**src/rtl/char_reg_pkg.sv**
```systemverilog
// Shared types and constants for the character-image pixel streamer.
`timescale 1ns/1ps
package char_reg_pkg;

  typedef enum logic [1:0] {
    IDLE  = 2'd0,
    FETCH = 2'd1,
    DRAIN = 2'd2
  } state_t;

  localparam int IMG_W_DEF = 28;
  localparam int IMG_H_DEF = 28;
  localparam int PIX_W     = 8;

endpackage

```
**src/rtl/pix_skid_fifo.sv**
```systemverilog
// Two-entry FIFO between the image RAM return path and the downstream handshake.
`timescale 1ns/1ps
module pix_skid_fifo #(
  parameter int DATA_W = 10
) (
  input  logic              clk,
  input  logic              rst_n,
  input  logic              push,
  input  logic [DATA_W-1:0] din,
  input  logic              pop,
  output logic [DATA_W-1:0] dout,
  output logic              valid,
  output logic [1:0]        count
);

  logic [DATA_W-1:0] mem_q [2];
  logic              wr_ptr;
  logic              rd_ptr;

  always_ff @(posedge clk or negedge rst_n) begin
    if (!rst_n) begin
      mem_q[0] <= '0;
      mem_q[1] <= '0;
      wr_ptr   <= 1'b0;
      rd_ptr   <= 1'b0;
      count    <= 2'd0;
    end else begin
      if (push) begin
        mem_q[wr_ptr] <= din;
        wr_ptr        <= ~wr_ptr;
      end
      if (pop) begin
        rd_ptr <= ~rd_ptr;
      end
      case ({push, pop})
        2'b10:   count <= count + 2'd1;
        2'b01:   count <= count - 2'd1;
        default: count <= count;
      endcase
    end
  end

  assign dout  = mem_q[rd_ptr];
  assign valid = (count != 2'd0);

endmodule

```
**src/rtl/pixel_streamer.sv**
```systemverilog
// Streams one IMG_W x IMG_H frame from a synchronous image RAM to a valid/ready sink.
// Define PIXEL_INVERT_EN to emit 255 minus each RAM byte.
`timescale 1ns/1ps
module pixel_streamer
  import char_reg_pkg::*;
#(
  parameter int IMG_W  = IMG_W_DEF,
  parameter int IMG_H  = IMG_H_DEF,
  parameter int ADDR_W = 10
) (
  input  logic              clk,
  input  logic              rst_n,
  input  logic              start,
  output logic              busy,
  output logic              done,
  output logic              mem_rd_en,
  output logic [ADDR_W-1:0] mem_addr,
  input  logic [PIX_W-1:0]  mem_rd_data,
  output logic [PIX_W-1:0]  out_data,
  output logic              out_valid,
  input  logic              out_ready,
  output logic              out_first,
  output logic              out_last
);

  localparam int                NPIX      = IMG_W * IMG_H;
  localparam logic [ADDR_W-1:0] LAST_ADDR = ADDR_W'(NPIX - 1);
  localparam int                ENTRY_W   = PIX_W + 2;

  function automatic logic [PIX_W-1:0] pix_map(input logic [PIX_W-1:0] b);
`ifdef PIXEL_INVERT_EN
    return 8'd255 - b;
`else
    return b;
`endif
  endfunction

  state_t              state;
  logic [ADDR_W-1:0]   addr;
  logic                vld_p1;
  logic                first_p1;
  logic                last_p1;
  logic [1:0]          fifo_cnt;
  logic                fifo_vld;
  logic [ENTRY_W-1:0]  fifo_din;
  logic [ENTRY_W-1:0]  fifo_dout;
  logic                fire;
  logic                rd_issue;
  logic [2:0]          credit;

  assign fire = fifo_vld & out_ready;

  // The entry leaving this cycle is counted as free, which keeps one read per cycle in steady state.
  assign credit   = 3'(fifo_cnt) + 3'(vld_p1) - 3'(fire);
  assign rd_issue = (state == FETCH) && (credit < 3'd2);

  assign mem_rd_en = rd_issue;
  assign mem_addr  = addr;
  assign busy      = (state != IDLE);
  assign done      = fire & fifo_dout[PIX_W+1];

  always_ff @(posedge clk or negedge rst_n) begin
    if (!rst_n) begin
      state <= IDLE;
      addr  <= '0;
    end else begin
      case (state)
        IDLE: begin
          if (start) begin
            state <= FETCH;
            addr  <= '0;
          end
        end
        FETCH: begin
          if (rd_issue) begin
            if (addr == LAST_ADDR) state <= DRAIN;
            else                   addr  <= addr + 1'b1;
          end
        end
        DRAIN: begin
          if (done) begin
            if (start) begin
              state <= FETCH;
              addr  <= '0;
            end else begin
              state <= IDLE;
            end
          end
        end
        default: state <= IDLE;
      endcase
    end
  end

  // p1: read in flight, RAM data arrives with its frame-position tags
  always_ff @(posedge clk or negedge rst_n) begin
    if (!rst_n) begin
      vld_p1   <= 1'b0;
      first_p1 <= 1'b0;
      last_p1  <= 1'b0;
    end else begin
      vld_p1   <= rd_issue;
      first_p1 <= (addr == '0);
      last_p1  <= (addr == LAST_ADDR);
    end
  end

  assign fifo_din = {last_p1, first_p1, pix_map(mem_rd_data)};

  pix_skid_fifo #(
    .DATA_W (ENTRY_W)
  ) u_fifo (
    .clk   (clk),
    .rst_n (rst_n),
    .push  (vld_p1),
    .din   (fifo_din),
    .pop   (fire),
    .dout  (fifo_dout),
    .valid (fifo_vld),
    .count (fifo_cnt)
  );

  assign out_valid = fifo_vld;
  assign out_data  = fifo_dout[PIX_W-1:0];
  assign out_first = fifo_vld & fifo_dout[PIX_W];
  assign out_last  = fifo_vld & fifo_dout[PIX_W+1];

endmodule

```
**config.mk**
```make
export PLATFORM = sky130hd
export DESIGN_NAME = pixel_streamer
export DESIGN_NICKNAME = d
export VERILOG_FILES = /design/src/rtl/char_reg_pkg.sv /design/src/rtl/pix_skid_fifo.sv /design/src/rtl/pixel_streamer.sv
export SDC_FILE = /design/constraint.sdc
export NUM_CORES = 1
export LEC_CHECK = 0
export ABC_AREA = 1
export BUFFER_PORTS_ARGS = -buffer_cell sky130_fd_sc_hd__buf_4
export CAP_MARGIN = 40
export CORE_MARGIN = 2
export CORE_UTILIZATION = 55
export CTS_CLUSTER_DIAMETER = 40
export DETAILED_ROUTE_END_ITERATION = 12
export PLACE_DENSITY = 0.78
export REMOVE_ABC_BUFFERS = 1
export SYNTH_ARGS = -nofsm -noshare
export SYNTH_HDL_FRONTEND = slang
export SYNTH_SLANG_ARGS = --single-unit
```
**constraint.sdc**
```tcl
create_clock -name clk -period 2.71 [get_ports clk]
set_input_delay 0.1355 -clock clk [delete_from_list [all_inputs] [get_ports clk]]
set_output_delay 0.1355 -clock clk [all_outputs]
set_load 0.03 [all_outputs]
```
# Yosys cells after proc, flatten, opt, wreduce, memory -nomap -nowiden

Index checks and enable logic that the tools add are counted.

$add $sub $neg: 5
$lt $le $gt $ge: 4
Eq/ne operators: 10
Muxes and demuxes: 18
Bitwise gates (word level): 8
Reductions and logical operators: 10

Operator list:

| operator                                           | number |
|---|---|
| two-way mux 10 bit                                 | 8 |
| case mux 10 bit (3 select lines)                   | 1 |
| bitwise mux 20 bit                                 | 1 |
| adder 10 x 1 -> 10 bit, second input constant      | 1 |
| demux 10 bit (select 1 bit)                        | 1 |
| == test 10 bit, second input constant              | 1 |
| logical NOT 10 bit                                 | 1 |
| two-way mux 2 bit                                  | 4 |
| inequality test 2 bit, second input constant       | 4 |
| AND reduction 4 bit                                | 2 |
| case mux 2 bit (3 select lines)                    | 1 |
| nonzero test 2 bit                                 | 3 |
| AND 1 bit                                          | 4 |
| == test 2 x 1 -> 1 bit, second input constant      | 2 |
| == test 2 bit, second input constant               | 2 |
| >= comparator 2 bit, second input constant         | 2 |
| inverter 1 -> 2 bit                                | 2 |
| case mux 2 bit (2 select lines)                    | 1 |
| adder 2 x 1 -> 3 bit                               | 1 |
| < comparator 3 x 2 -> 1 bit, second input constant | 1 |
| nonzero test 3 bit                                 | 1 |
| subtractor 3 x 1 -> 3 bit                          | 1 |
| adder 2 x 1 -> 2 bit, second input constant        | 1 |
| logical AND 1 bit                                  | 2 |
| 6 further kinds                                    | 7 |

Register bits: 39
Input port bits: 12
Output and inout port bits: 24
Logic and storage cells: 65

# Depth between registers and ports, before layout

Gate-level depths: netlist of run 1.

Depth in word-level cells: 7
Gate-level depth with buffers: 12
Depth with buffers taken out: 12

# Cells and area by module

A second synthesis of run 1 with hierarchy kept.

Cells, all modules: 280
Area, all modules: 2154.6 sq um

By module, submodules not included:

| module         | times used | cells each | area an instance (sq um) | seq. area each (sq um) |
|---|---|---|---|---|
| pix_skid_fifo  | 1          | 129        | 1113.6                   | 600.6 |
| pixel_streamer | 1          | 151        | 1041.0                   | 375.4 |

# Least setup slack after synthesis of run 1

Ideal clock, no wire load.

Path kind: flip-flop to flip-flop
From: register u_fifo.count[1]
To: register state[1]
Setup time: 66 ps
Arrival: 2094 ps
Required time: 2644 ps
Path slack: 550 ps
Stages on the path, launching flop included: 11
Buffers on the path: 0
Cell sequence: dfrtp_1 -> nor2_1 -> nor2_2 -> nand2_1 -> o21ai_1 -> fa_1 -> a21oi_1 -> nand3_2 -> inv_1 -> nand3_1 -> nand2_1

Cells in the longest elaborated chain, start to end: 7
Elaborated cells on any way between the ends: 10
Those cells by class: add/sub: 2; order compare: 1; eq/ne: 2; bitwise: 2; reduce/logical: 3

RTL lines:

| element                                                                      | line                 | text |
|---|---|---|
| start: declaration                                                           | pix_skid_fifo.sv:13  | `output logic [1:0] count` |
| start signal: assignment                                                     | pix_skid_fifo.sv:36  | `2'b10: count <= count + 2'd1;` |
| start signal: assignment                                                     | pix_skid_fifo.sv:37  | `2'b01: count <= count - 2'd1;` |
| start signal: assignment                                                     | pix_skid_fifo.sv:38  | `default: count <= count;` |
| parallel branches: the longest is 2 deep, another holds adder 2 x 1 -> 3 bit | --                   |  |
| subtractor 3 x 1 -> 3 bit (*)                                                | pixel_streamer.sv:54 | `assign credit = 3'(fifo_cnt) + 3'(vld_p1) - 3'(fire);` |
| < comparator 3 x 2 -> 1 bit (*)                                              | pixel_streamer.sv:55 | `assign rd_issue = (state == FETCH) && (credit < 3'd2);` |
| logical AND 1 bit (*)                                                        | pixel_streamer.sv:55 |  |
| named net mem_rd_en                                                          | pixel_streamer.sv:16 | `output logic mem_rd_en,` |
| inequality test 2 bit (no line) (*)                                          | --                   |  |
| AND reduction 4 bit (no line) (*)                                            | --                   |  |
| end signal: assignment                                                       | pixel_streamer.sv:64 | `state <= IDLE;` |
| end signal: assignment                                                       | pixel_streamer.sv:70 | `state <= FETCH;` |
| end signal: assignment                                                       | pixel_streamer.sv:76 | `if (addr == LAST_ADDR) state <= DRAIN;` |
| end: declaration                                                             | pixel_streamer.sv:38 | `state_t state;` |

Mark *: on every way through the listed nets, which the timed path passes.
A chain may end at the register's enable or synchronous reset.

# Worst setup path in the final report of run 1

From: register u_fifo.count[1]
To: output mem_rd_en

Cells in the longest elaborated chain, start to end: 5
Elaborated cells on any way between the ends: 6
Those cells by class: add/sub: 2; order compare: 1; bitwise: 1; reduce/logical: 2

RTL lines:

| element                                                                      | line |
|---|---|
| parallel branches: the longest is 2 deep, another holds adder 2 x 1 -> 3 bit | -- |
| subtractor 3 x 1 -> 3 bit (*)                                                | pixel_streamer.sv:54 |
| < comparator 3 x 2 -> 1 bit (*)                                              | pixel_streamer.sv:55 |
| logical AND 1 bit (*)                                                        | pixel_streamer.sv:55 |
| end: declaration                                                             | pixel_streamer.sv:16 |

Mark *: on every way between the ends.

==> report_table.html, run 1 <==
<table>
<tr><th>Metric</th><th>Value</th></tr>
<tr><th colspan="2">Floorplanning</th></tr>
<tr><td>Total die area</td><td>roughly 4300 um2</td></tr>
<tr><td>Number of top-level pins</td><td>36</td></tr>
<tr><td>Die outline height</td><td>65.51 um</td></tr>
<tr><td>Area of the placeable core</td><td>3661 um2</td></tr>
<tr><td>Chip width</td><td>65.51 um</td></tr>
<tr><td>Starting density of the core</td><td>0.5684</td></tr>
<tr><td>Core Rows</td><td>22</td></tr>
<tr><th colspan="2">Clock tree</th></tr>
<tr><td>CTS tree</td><td>done</td></tr>
<tr><td>H-tree lvl count</td><td>2</td></tr>
<tr><td>Maximum count of clock buffers along a single path</td><td>2</td></tr>
<tr><td>CTS Root Buffer Type</td><td>sky130_fd_sc_hd__clkbuf_8</td></tr>
<tr><td>Post-CTS clock slew at the launch and capture registers of the worst setup and hold paths</td><td>70 ps</td></tr>
<tr><td>Clock buffer count from CTS</td><td>5</td></tr>
<tr><td>CTS sink cnt</td><td>39</td></tr>
<tr><td>Later-pin clock latency in the skew report</td><td>290 ps</td></tr>
<tr><th colspan="2">Placement</th></tr>
<tr><td>Count of input and output buffers</td><td>35</td></tr>
<tr><td>Routability cong.</td><td>0.8652</td></tr>
<tr><td>Total cell area at the placement stage</td><td>2384 um2</td></tr>
<tr><td>Placed wire-length estimate after detailed placement</td><td>just under 3000 um</td></tr>
<tr><th colspan="2">Logic synthesis</th></tr>
<tr><td>Commonest cells in the synthesized netlist</td><td>sky130_fd_sc_hd__nand2_1 (103), sky130_fd_sc_hd__dfrtp_1 (39), sky130_fd_sc_hd__inv_1 (29)</td></tr>
<tr><td>Number of enable flip-flop cells after synthesis</td><td>0</td></tr>
<tr><td>Number of different library cells in the post-synthesis netlist</td><td>30</td></tr>
<tr><td>FFs w/ async S/R, synth</td><td>1.000</td></tr>
<tr><td>Share of the synthesized area in the top cell type</td><td>0.4690</td></tr>
<tr><td>Netlist area before placement</td><td>2081 um2</td></tr>
<tr><td>Cell types with the largest area share after synthesis</td><td>sky130_fd_sc_hd__dfrtp_1 (47%), sky130_fd_sc_hd__nand2_1 (19%), sky130_fd_sc_hd__o21ai_0 (5.5%)</td></tr>
<tr><td>Most instantiated library cell after synthesis</td><td>sky130_fd_sc_hd__nand2_1</td></tr>
<tr><td>Average footprint of a synthesized cell</td><td>7.485 um2</td></tr>
<tr><td>Top cell type by total area after synthesis</td><td>sky130_fd_sc_hd__dfrtp_1</td></tr>
<tr><td>Predominant post-synthesis flop cell</td><td>sky130_fd_sc_hd__dfrtp_1</td></tr>
<tr><td>Post-synthesis sequential area ratio</td><td>0.4690</td></tr>
<tr><td>Yosys warnings</td><td>0</td></tr>
<tr><td>Post-synthesis register bit count</td><td>39</td></tr>
<tr><td>Synthesized instance count</td><td>278</td></tr>
<tr><th colspan="2">Setup path</th></tr>
<tr><td>Gate family responsible for the most delay along the worst path</td><td>simple AND/OR/NAND/NOR gates</td></tr>
<tr><td>Maximum fanout along the worst path</td><td>5</td></tr>
<tr><td>Slowest library cell on the worst path</td><td>sky130_fd_sc_hd__fa_1</td></tr>
<tr><td>Buf/Inv on CP</td><td>2</td></tr>
<tr><td>Critical Path Start Type</td><td>flip-flop</td></tr>
<tr><td>Type of destination of the critical path</td><td>primary output</td></tr>
<tr><td>Path type of the worst setup path</td><td>flip-flop to primary output</td></tr>
<tr><td>Most frequent cell on the critical path</td><td>sky130_fd_sc_hd__nor2_2</td></tr>
<tr><td>Critical Path Max Stage Delay</td><td>450 ps</td></tr>
<tr><td>Worst endpoint data arrival time</td><td>2430 ps</td></tr>
<tr><td>Worst path required time</td><td>2570 ps</td></tr>
<tr><td>Critical path, cell by cell</td><td>nor2_2, nor2_2, nand2_1, o21ai_1, fa_1, a21oi_1, nand3_2, inv_1, buf_4</td></tr>
<tr><th colspan="2">STA</th></tr>
<tr><td>Final count of negative-setup-slack endpoints</td><td>0</td></tr>
<tr><td>Final Max Slew Viols</td><td>0</td></tr>
<tr><td>Highest achievable clock rate</td><td>around 0.39 GHz</td></tr>
<tr><td>Slew at the pin with the worst max-slew slack</td><td>roughly 570 ps</td></tr>
<tr><td>Post-route worst hold slack</td><td>76.00 ps</td></tr>
<tr><td>Endpoints failing hold</td><td>0</td></tr>
<tr><td>Final critical path time including I/O delays and setup</td><td>2561 ps</td></tr>
<tr><td>Clock skew after layout</td><td>7.220 ps</td></tr>
<tr><td>Max-slew headroom</td><td>0.6174</td></tr>
<tr><td>Period Utilization, post-route</td><td>0.9449</td></tr>
<tr><th colspan="2">Power and ir drop</th></tr>
<tr><td>Leak pwr</td><td>1.383 nW</td></tr>
<tr><td>Max IR drop VDD</td><td>about 0.40 mV</td></tr>
<tr><td>Power per Cell Area</td><td>1219 nW/um2</td></tr>
<tr><th colspan="2">Finish</th></tr>
<tr><td>Final design utilization</td><td>0.6928</td></tr>
<tr><td>Finished Cell Area</td><td>2536 um2</td></tr>
<tr><td>Synthesis-to-layout area growth</td><td>21.89%</td></tr>
<tr><td>Number of antenna cells inserted</td><td>0</td></tr>
<tr><td>Ratio of cells with drive above 1 in the final layout</td><td>0.1824</td></tr>
<tr><td>Number of nets in the final layout</td><td>332</td></tr>
<tr><th colspan="2">Job</th></tr>
<tr><td>Number of max-cap violations</td><td>0</td></tr>
<tr><th colspan="2">GRT</th></tr>
<tr><td>Wire length of the first global-routing pass</td><td>7431 um</td></tr>
<tr><td>Remaining Overflow, GRT</td><td>0</td></tr>
<tr><td>Via count of the first global-routing pass</td><td>1594</td></tr>
<tr><td>Number of antenna violations at the first check in global routing</td><td>0</td></tr>
<tr><td>Pin count of the biggest net entering global routing</td><td>40</td></tr>
<tr><td>Global-route usage over all layers</td><td>0.2297</td></tr>
<tr><th colspan="2">Route</th></tr>
<tr><td>Average wire length per cell after detail routing</td><td>around 12 um</td></tr>
<tr><td>Sum of routed wire length over all layers</td><td>4343 um</td></tr>
<tr><td>Number of routed nets with antenna violations</td><td>0</td></tr>
<tr><td>Post-route DRC violation count</td><td>0</td></tr>
<tr><td>Detailed-routing iteration count for the pre-antenna-repair pass</td><td>4</td></tr>
<tr><td>Average via count per standard cell</td><td>4.959</td></tr>
<tr><td>Vias after detailed routing</td><td>1815</td></tr>
<tr><td>Number of violations reported at the end of detailed-routing iteration 0</td><td>142</td></tr>
<tr><th colspan="2">Hold path</th></tr>
<tr><td>Kind of path behind the tightest hold check</td><td>input port to flip-flop</td></tr>
<tr><th colspan="2">Outcome</th></tr>
<tr><td>Outcome</td><td>finished, final reports clean</td></tr>
</table>
-- metrics by stage --
step | setup WS [ps] | total power, mW | cells | TNS, ps
2_1_floorplan | 549.8 | 2.035 | 273 | 0
3_3_place_gp | 439.2 | 2.485 | 356 | 0
3_5_place_dp | 316.8 | 2.509 | 356 | 0
4_1_cts | 15.69 | 3.094 | 365 | 0
5_1_grt | -13.69 | 3.320 | 366 | -13.69
6_report | 149.3 | 3.091 | 366 | 0
-- state kept, by name (all words and copies together) (netlist names) --
register,count
u_fifo.count,2
u_fifo.mem_q,20
u_fifo.rd_ptr,1
state,2
first_p1,1
u_fifo.wr_ptr,1
mem_addr,10
last_p1,1
vld_p1,1
-- final cells by class --
| type | instances | area (um2) |
|---|---|---|
| Clock buffer | 6 | 72.57 |
| Clock inverter | 2 | 60.06 |
| Tap cell | 48 | 60.06 |
| Fill cell | 308 | 1125 |
| Timing Repair Buffer | 37 | 280.3 |
| Multi-Input combinational cell | 202 | 967.2 |
| Inverter | 32 | 120.1 |
| Sequential cell | 39 | 975.9 |
-- final timing paths --
| path | from | endpoint | slack, ps | depth (start not counted) |
|---|---|---|---|---|
| min in group asynchronous | rst_n | u_fifo.mem_q[11] | 350 | 2 |
| worst max-delay path | u_fifo.count[1] | mem_rd_en | 150 | 9 |
| worst max register to register | u_fifo.count[1] | mem_addr[5] | 380 | 11 |
| worst min register to register | u_fifo.mem_q[9] | u_fifo.mem_q[9] | 490 | 2 |
| max in group asynchronous | rst_n | state[1] | 2020 | 2 |
| worst min-delay path | out_ready | u_fifo.count[1] | 80 | 2 |
-- what timing repair did --
item,in CTS,in global routing
setup endpoints to repair,0,1
resized for setup,0,1
setup buffers,0,1
hold endpoints to repair,39,0
hold buffers,1,0
-- power by group --
part / switching, mW / total [mW] / internal (mW)
combinational: 0.977 / 1.52 / 0.543
clock: 0.201 / 0.569 / 0.368
sequential: 0.203 / 1.00 / 0.799
total: 1.38 / 3.09 / 1.71
-- layer usage --
layer	wire (um)	share of wire	vias up	GRT usage
li1	-	-	946	-
met3	193	0.044	6	0.06164
met1	2116	0.49	829	0.3129
met2	1996	0.46	34	0.3673
met4	36	0.0083	0	0.05729
met5	0	0	-	0
-- worst register-to-register path: stages, from the launching register on --
cell and delay [ps]:
sky130_fd_sc_hd__dfrtp_1 440, sky130_fd_sc_hd__nor2_2 100, sky130_fd_sc_hd__nor2_2 130, sky130_fd_sc_hd__nand2_1 110, sky130_fd_sc_hd__o21ai_1 200, sky130_fd_sc_hd__fa_1 450
sky130_fd_sc_hd__a21oi_1 230, sky130_fd_sc_hd__nand3_2 160, sky130_fd_sc_hd__nand3_4 200, sky130_fd_sc_hd__nand2_8 90, sky130_fd_sc_hd__nand2_1 70, sky130_fd_sc_hd__nand2_1 50
-- placed cells by master, fill, tap and decap left out --
cell type,netlist,final
sky130_fd_sc_hd__o21a_1,1,1
sky130_fd_sc_hd__nor2_2,2,3
sky130_fd_sc_hd__nand2_1,103,103
sky130_fd_sc_hd__nand3_4,1,1
sky130_fd_sc_hd__nor4_1,1,1
sky130_fd_sc_hd__a21oi_1,6,6
sky130_fd_sc_hd__dlygate4sd3_1,0,1
sky130_fd_sc_hd__inv_2,3,3
sky130_fd_sc_hd__nand3_1,18,18
sky130_fd_sc_hd__nand2_4,2,2
sky130_fd_sc_hd__or2_1,1,1
sky130_fd_sc_hd__nand3_2,2,2
sky130_fd_sc_hd__o21ai_0,23,23
sky130_fd_sc_hd__nand2_8,1,1
sky130_fd_sc_hd__nor2_4,1,1
sky130_fd_sc_hd__o21ai_1,1,1
sky130_fd_sc_hd__clkbuf_1,3,1
sky130_fd_sc_hd__clkbuf_8,0,5
sky130_fd_sc_hd__xor2_1,3,3
sky130_fd_sc_hd__inv_1,29,29
sky130_fd_sc_hd__bufinv_16,0,2
sky130_fd_sc_hd__or2_2,1,1
sky130_fd_sc_hd__nor2_1,26,25
sky130_fd_sc_hd__nand3b_1,2,2
sky130_fd_sc_hd__nand4_1,1,1
sky130_fd_sc_hd__fa_1,1,1
sky130_fd_sc_hd__dfrtp_1,39,39
sky130_fd_sc_hd__a31oi_1,1,1
sky130_fd_sc_hd__buf_4,0,36
sky130_fd_sc_hd__nor3_1,1,1
sky130_fd_sc_hd__ha_1,2,2
sky130_fd_sc_hd__nand2_2,1,1
-- cells by family after synthesis --
group | synth area share
buffers and inverters | 0.06734
DFF | 0.4690
AOI/OAI and AO/OA | 0.07877
adders and majority gates | 0.02165
xor gates and xnor gates | 0.01263
and+or+nand+nor | 0.3506
(Power assumes the default switching activity.)
==> run 2: changes to the inputs <==
- ABC_AREA: 1 -> default
- CORE_UTILIZATION: 55 -> 54
==> report_table.html, run 2 <==
<table>
<tr><th>Metric</th><th>Value</th></tr>
<tr><th colspan="2">Setup path</th></tr>
<tr><td>Critical Path Start Type</td><td>flip-flop</td></tr>
<tr><td>Maximum fanout along the worst path</td><td>7</td></tr>
<tr><td>Worst path required time</td><td>2570 ps</td></tr>
<tr><td>Type of destination of the critical path</td><td>primary output</td></tr>
<tr><td>Path type of the worst setup path</td><td>flip-flop to primary output</td></tr>
<tr><td>Worst endpoint data arrival time</td><td>2460 ps</td></tr>
<tr><th colspan="2">STA</th></tr>
<tr><td>Final Max Slew Viols</td><td>0</td></tr>
<tr><td>Max-slew headroom</td><td>0.5853</td></tr>
<tr><td>Post-route worst hold slack</td><td>27.08 ps</td></tr>
<tr><td>Clock skew after layout</td><td>8.379 ps</td></tr>
<tr><td>Final count of negative-setup-slack endpoints</td><td>0</td></tr>
<tr><td>Slew at the pin with the worst max-slew slack</td><td>620.8 ps</td></tr>
<tr><td>Final critical path time including I/O delays and setup</td><td>roughly 2600 ps</td></tr>
<tr><td>RSZ-0062 raised after global routing</td><td>false</td></tr>
<tr><td>Period Utilization, post-route</td><td>0.9568</td></tr>
<tr><td>Highest achievable clock rate</td><td>~0.39 GHz</td></tr>
<tr><td>Endpoints failing hold</td><td>0</td></tr>
<tr><td>Total negative slack</td><td>0 ps</td></tr>
<tr><th colspan="2">Route</th></tr>
<tr><td>Number of routed nets with antenna violations</td><td>0</td></tr>
<tr><td>Sum of routed wire length over all layers</td><td>4062 um</td></tr>
<tr><td>Number of violations reported at the end of detailed-routing iteration 0</td><td>76</td></tr>
<tr><td>Average via count per standard cell</td><td>5.587</td></tr>
<tr><td>Vias after detailed routing</td><td>1475</td></tr>
<tr><td>Detailed-routing iteration count for the pre-antenna-repair pass</td><td>4</td></tr>
<tr><td>Post-route DRC violation count</td><td>0</td></tr>
<tr><td>Average wire length per cell after detail routing</td><td>15.39 um</td></tr>
<tr><th colspan="2">Clock tree</th></tr>
<tr><td>Clock buffer count from CTS</td><td>5</td></tr>
<tr><td>Post-CTS clock slew at the launch and capture registers of the worst setup and hold paths</td><td>120 ps</td></tr>
<tr><td>CTS Root Buffer Type</td><td>sky130_fd_sc_hd__clkbuf_4</td></tr>
<tr><td>H-tree lvl count</td><td>2</td></tr>
<tr><td>Later-pin clock latency in the skew report</td><td>around 350 ps</td></tr>
<tr><td>CTS sink cnt</td><td>39</td></tr>
<tr><td>Maximum count of clock buffers along a single path</td><td>2</td></tr>
<tr><td>CTS tree</td><td>done</td></tr>
<tr><th colspan="2">Logic synthesis</th></tr>
<tr><td>FFs w/ async S/R, synth</td><td>1.000</td></tr>
<tr><td>Post-synthesis sequential area ratio</td><td>0.5078</td></tr>
<tr><td>Number of different library cells in the post-synthesis netlist</td><td>41</td></tr>
<tr><td>Top cell type by total area after synthesis</td><td>sky130_fd_sc_hd__dfrtp_1</td></tr>
<tr><td>Netlist area before placement</td><td>just under 2000 um2</td></tr>
<tr><td>Synthesized instance count</td><td>168</td></tr>
<tr><td>Number of enable flip-flop cells after synthesis</td><td>0</td></tr>
<tr><td>Most instantiated library cell after synthesis</td><td>sky130_fd_sc_hd__dfrtp_1</td></tr>
<tr><td>Cell types with the largest area share after synthesis</td><td>sky130_fd_sc_hd__dfrtp_1 (51%), sky130_fd_sc_hd__mux2_2 (16%), sky130_fd_sc_hd__nand3_1 (2.6%)</td></tr>
<tr><td>Post-synthesis register bit count</td><td>39</td></tr>
<tr><td>Yosys warnings</td><td>0</td></tr>
<tr><td>Predominant post-synthesis flop cell</td><td>sky130_fd_sc_hd__dfrtp_1</td></tr>
<tr><td>Average footprint of a synthesized cell</td><td>11.44 um2</td></tr>
<tr><td>Commonest cells in the synthesized netlist</td><td>sky130_fd_sc_hd__dfrtp_1 (39), sky130_fd_sc_hd__mux2_2 (28), sky130_fd_sc_hd__nand3_1 (10)</td></tr>
<tr><td>Share of the synthesized area in the top cell type</td><td>0.5078</td></tr>
<tr><th colspan="2">Finish</th></tr>
<tr><td>Finished Cell Area</td><td>2425 um2</td></tr>
<tr><td>Number of nets in the final layout</td><td>~230</td></tr>
<tr><td>Commonest cells after routing, fill and taps aside</td><td>sky130_fd_sc_hd__buf_4 (40), sky130_fd_sc_hd__dfrtp_1 (38), sky130_fd_sc_hd__mux2_2 (28)</td></tr>
<tr><td>Final design utilization</td><td>0.7154</td></tr>
<tr><td>Number of flip-flops in the largest register</td><td>20</td></tr>
<tr><td>Synthesis-to-layout area growth</td><td>26.17%</td></tr>
<tr><td>Most common cell after layout, fill and taps aside</td><td>sky130_fd_sc_hd__buf_4</td></tr>
<tr><td>Ratio of cells with drive above 1 in the final layout</td><td>0.3853</td></tr>
<tr><td>Largest register by flop count</td><td>u_fifo.mem_q</td></tr>
<tr><td>Number of antenna cells inserted</td><td>0</td></tr>
<tr><th colspan="2">Placement</th></tr>
<tr><td>Placed wire-length estimate after detailed placement</td><td>2837 um</td></tr>
<tr><td>Count of input and output buffers</td><td>35</td></tr>
<tr><td>Total cell area at the placement stage</td><td>2235 um2</td></tr>
<tr><td>Routability cong.</td><td>0.8640</td></tr>
<tr><th colspan="2">GRT</th></tr>
<tr><td>Number of antenna violations at the first check in global routing</td><td>0</td></tr>
<tr><td>Wire length of the first global-routing pass</td><td>6796 um</td></tr>
<tr><td>Pin count of the biggest net entering global routing</td><td>40</td></tr>
<tr><td>Global-route usage over all layers</td><td>0.2172</td></tr>
<tr><td>Remaining Overflow, GRT</td><td>0</td></tr>
<tr><td>Via count of the first global-routing pass</td><td>~1500</td></tr>
<tr><th colspan="2">Floorplanning</th></tr>
<tr><td>Number of top-level pins</td><td>36</td></tr>
<tr><td>Area of the placeable core</td><td>3390 um2</td></tr>
<tr><td>Chip width</td><td>63.66 um</td></tr>
<tr><td>Starting density of the core</td><td>0.5670</td></tr>
<tr><td>Total die area</td><td>4052 um2</td></tr>
<tr><td>Die outline height</td><td>63.66 um</td></tr>
<tr><td>Core Rows</td><td>21</td></tr>
<tr><th colspan="2">Hold path</th></tr>
<tr><td>Kind of path behind the tightest hold check</td><td>input port to flip-flop</td></tr>
<tr><th colspan="2">Power and ir drop</th></tr>
<tr><td>Power per Cell Area</td><td>1374 nW/um2</td></tr>
<tr><td>Post-route total power</td><td>~3.3 mW</td></tr>
<tr><td>Max IR drop VDD</td><td>0.7586 mV</td></tr>
<tr><td>Leak pwr</td><td>roughly 1.1 nW</td></tr>
<tr><th colspan="2">Job</th></tr>
<tr><td>Number of max-cap violations</td><td>0</td></tr>
<tr><th colspan="2">Outcome</th></tr>
<tr><td>Outcome</td><td>finished, final reports clean</td></tr>
</table>
[run 2: changes by cell type in the layout (fill, tap and decap cells not counted), moves of 5 or more]
cell                            previous run  this run
sky130_fd_sc_hd__clkbuf_4                  0         5
sky130_fd_sc_hd__clkbuf_8                  5         0
sky130_fd_sc_hd__dlygate4sd3_1             1         7
sky130_fd_sc_hd__inv_1                    29         9
sky130_fd_sc_hd__mux2_2                    0        28
sky130_fd_sc_hd__nand2_1                 103         7
sky130_fd_sc_hd__nand3_1                  18        10
sky130_fd_sc_hd__nor2_1                   25         5
sky130_fd_sc_hd__o21ai_0                  23         2
[run 2: repair_timing]
item / CTS / global route
setup buffers: 0 / 3
cloned: 0 / 0
pin swaps: 0 / 2
setup endpoints to repair: 1 / 4
resized for setup: 2 / 3
hold buffers: 2 / 5
endpoints found under the hold margin: 40 / 6
[run 2: worst max-delay path, cell delays in order (launching register included)]
cell	delay [ps]
sky130_fd_sc_hd__dfrtp_1	430
sky130_fd_sc_hd__nand2b_1	160
sky130_fd_sc_hd__or2_1	250
sky130_fd_sc_hd__nand2_1	110
sky130_fd_sc_hd__and2_1	160
sky130_fd_sc_hd__fa_2	440
sky130_fd_sc_hd__inv_1	150
sky130_fd_sc_hd__nand3_4	130
sky130_fd_sc_hd__inv_6	120
sky130_fd_sc_hd__buf_4	160
[run 2: worst paths after layout]
kind	startpoint	endpoint	slack (ps)	depth (start not counted)
setup / recovery	u_fifo.count[0]	mem_rd_en	120	9
hold / removal	mem_rd_data[4]	u_fifo.mem_q[4]	30	2
setup reg to reg	u_fifo.count[0]	mem_addr[4]	200	10
min in group asynchronous	rst_n	u_fifo.mem_q[1]	270	2
max in group asynchronous	rst_n	u_fifo.count[1]	2080	2
hold reg to reg	u_fifo.wr_ptr	u_fifo.wr_ptr	510	1
[run 2: through the flow]
| stage | cells | worst slack [ps] |
|---|---|---|
| after floorplan | 163 | 381.5 |
| after global placement | 246 | 308.0 |
| after detailed placement | 246 | 190.4 |
| after CTS | 256 | 30.23 |
| after global routing | 264 | 16.53 |
| final | 264 | 117.0 |
[run 2: per-layer routing]
layer,GRT usage,share of wire,vias to the layer above
met5,0,0,-
met4,0.07609,0.019,0
met3,0.05179,0.040,8
met2,0.3750,0.50,45
met1,0.2644,0.44,725
li1,-,-,697
[run 2: cell families (layout without fill, tap and decap cells)]
family | Yosys count | in the layout | synth area share
simple gates | 49 | 49 | 0.1426
flops | 39 | 39 | 0.5078
mux | 31 | 31 | 0.1797
compound gates | 27 | 27 | 0.09311
buf+inv | 15 | 65 | 0.03125
xor+xnor | 4 | 4 | 0.02214
fa+ha+maj | 3 | 3 | 0.02344
[run 2: area by class of cell]
cell class | instances | area [um2]
clock buffer | 5 | 37.54
tap | 46 | 57.56
timing repair buffer | 47 | 370.4
clock inverter | 3 | 43.79
fill | 249 | 964.7
sequential | 39 | 977.2
inverter | 10 | 42.54
multi-input combinational | 114 | 895.9
[run 2: where the power goes]
group / switching [mW] / leakage, nW / internal, mW
clock network: 0.201 / 0.0452 / 0.194
registers: 0.193 / 0.478 / 0.815
logic: 1.09 / 0.616 / 0.839
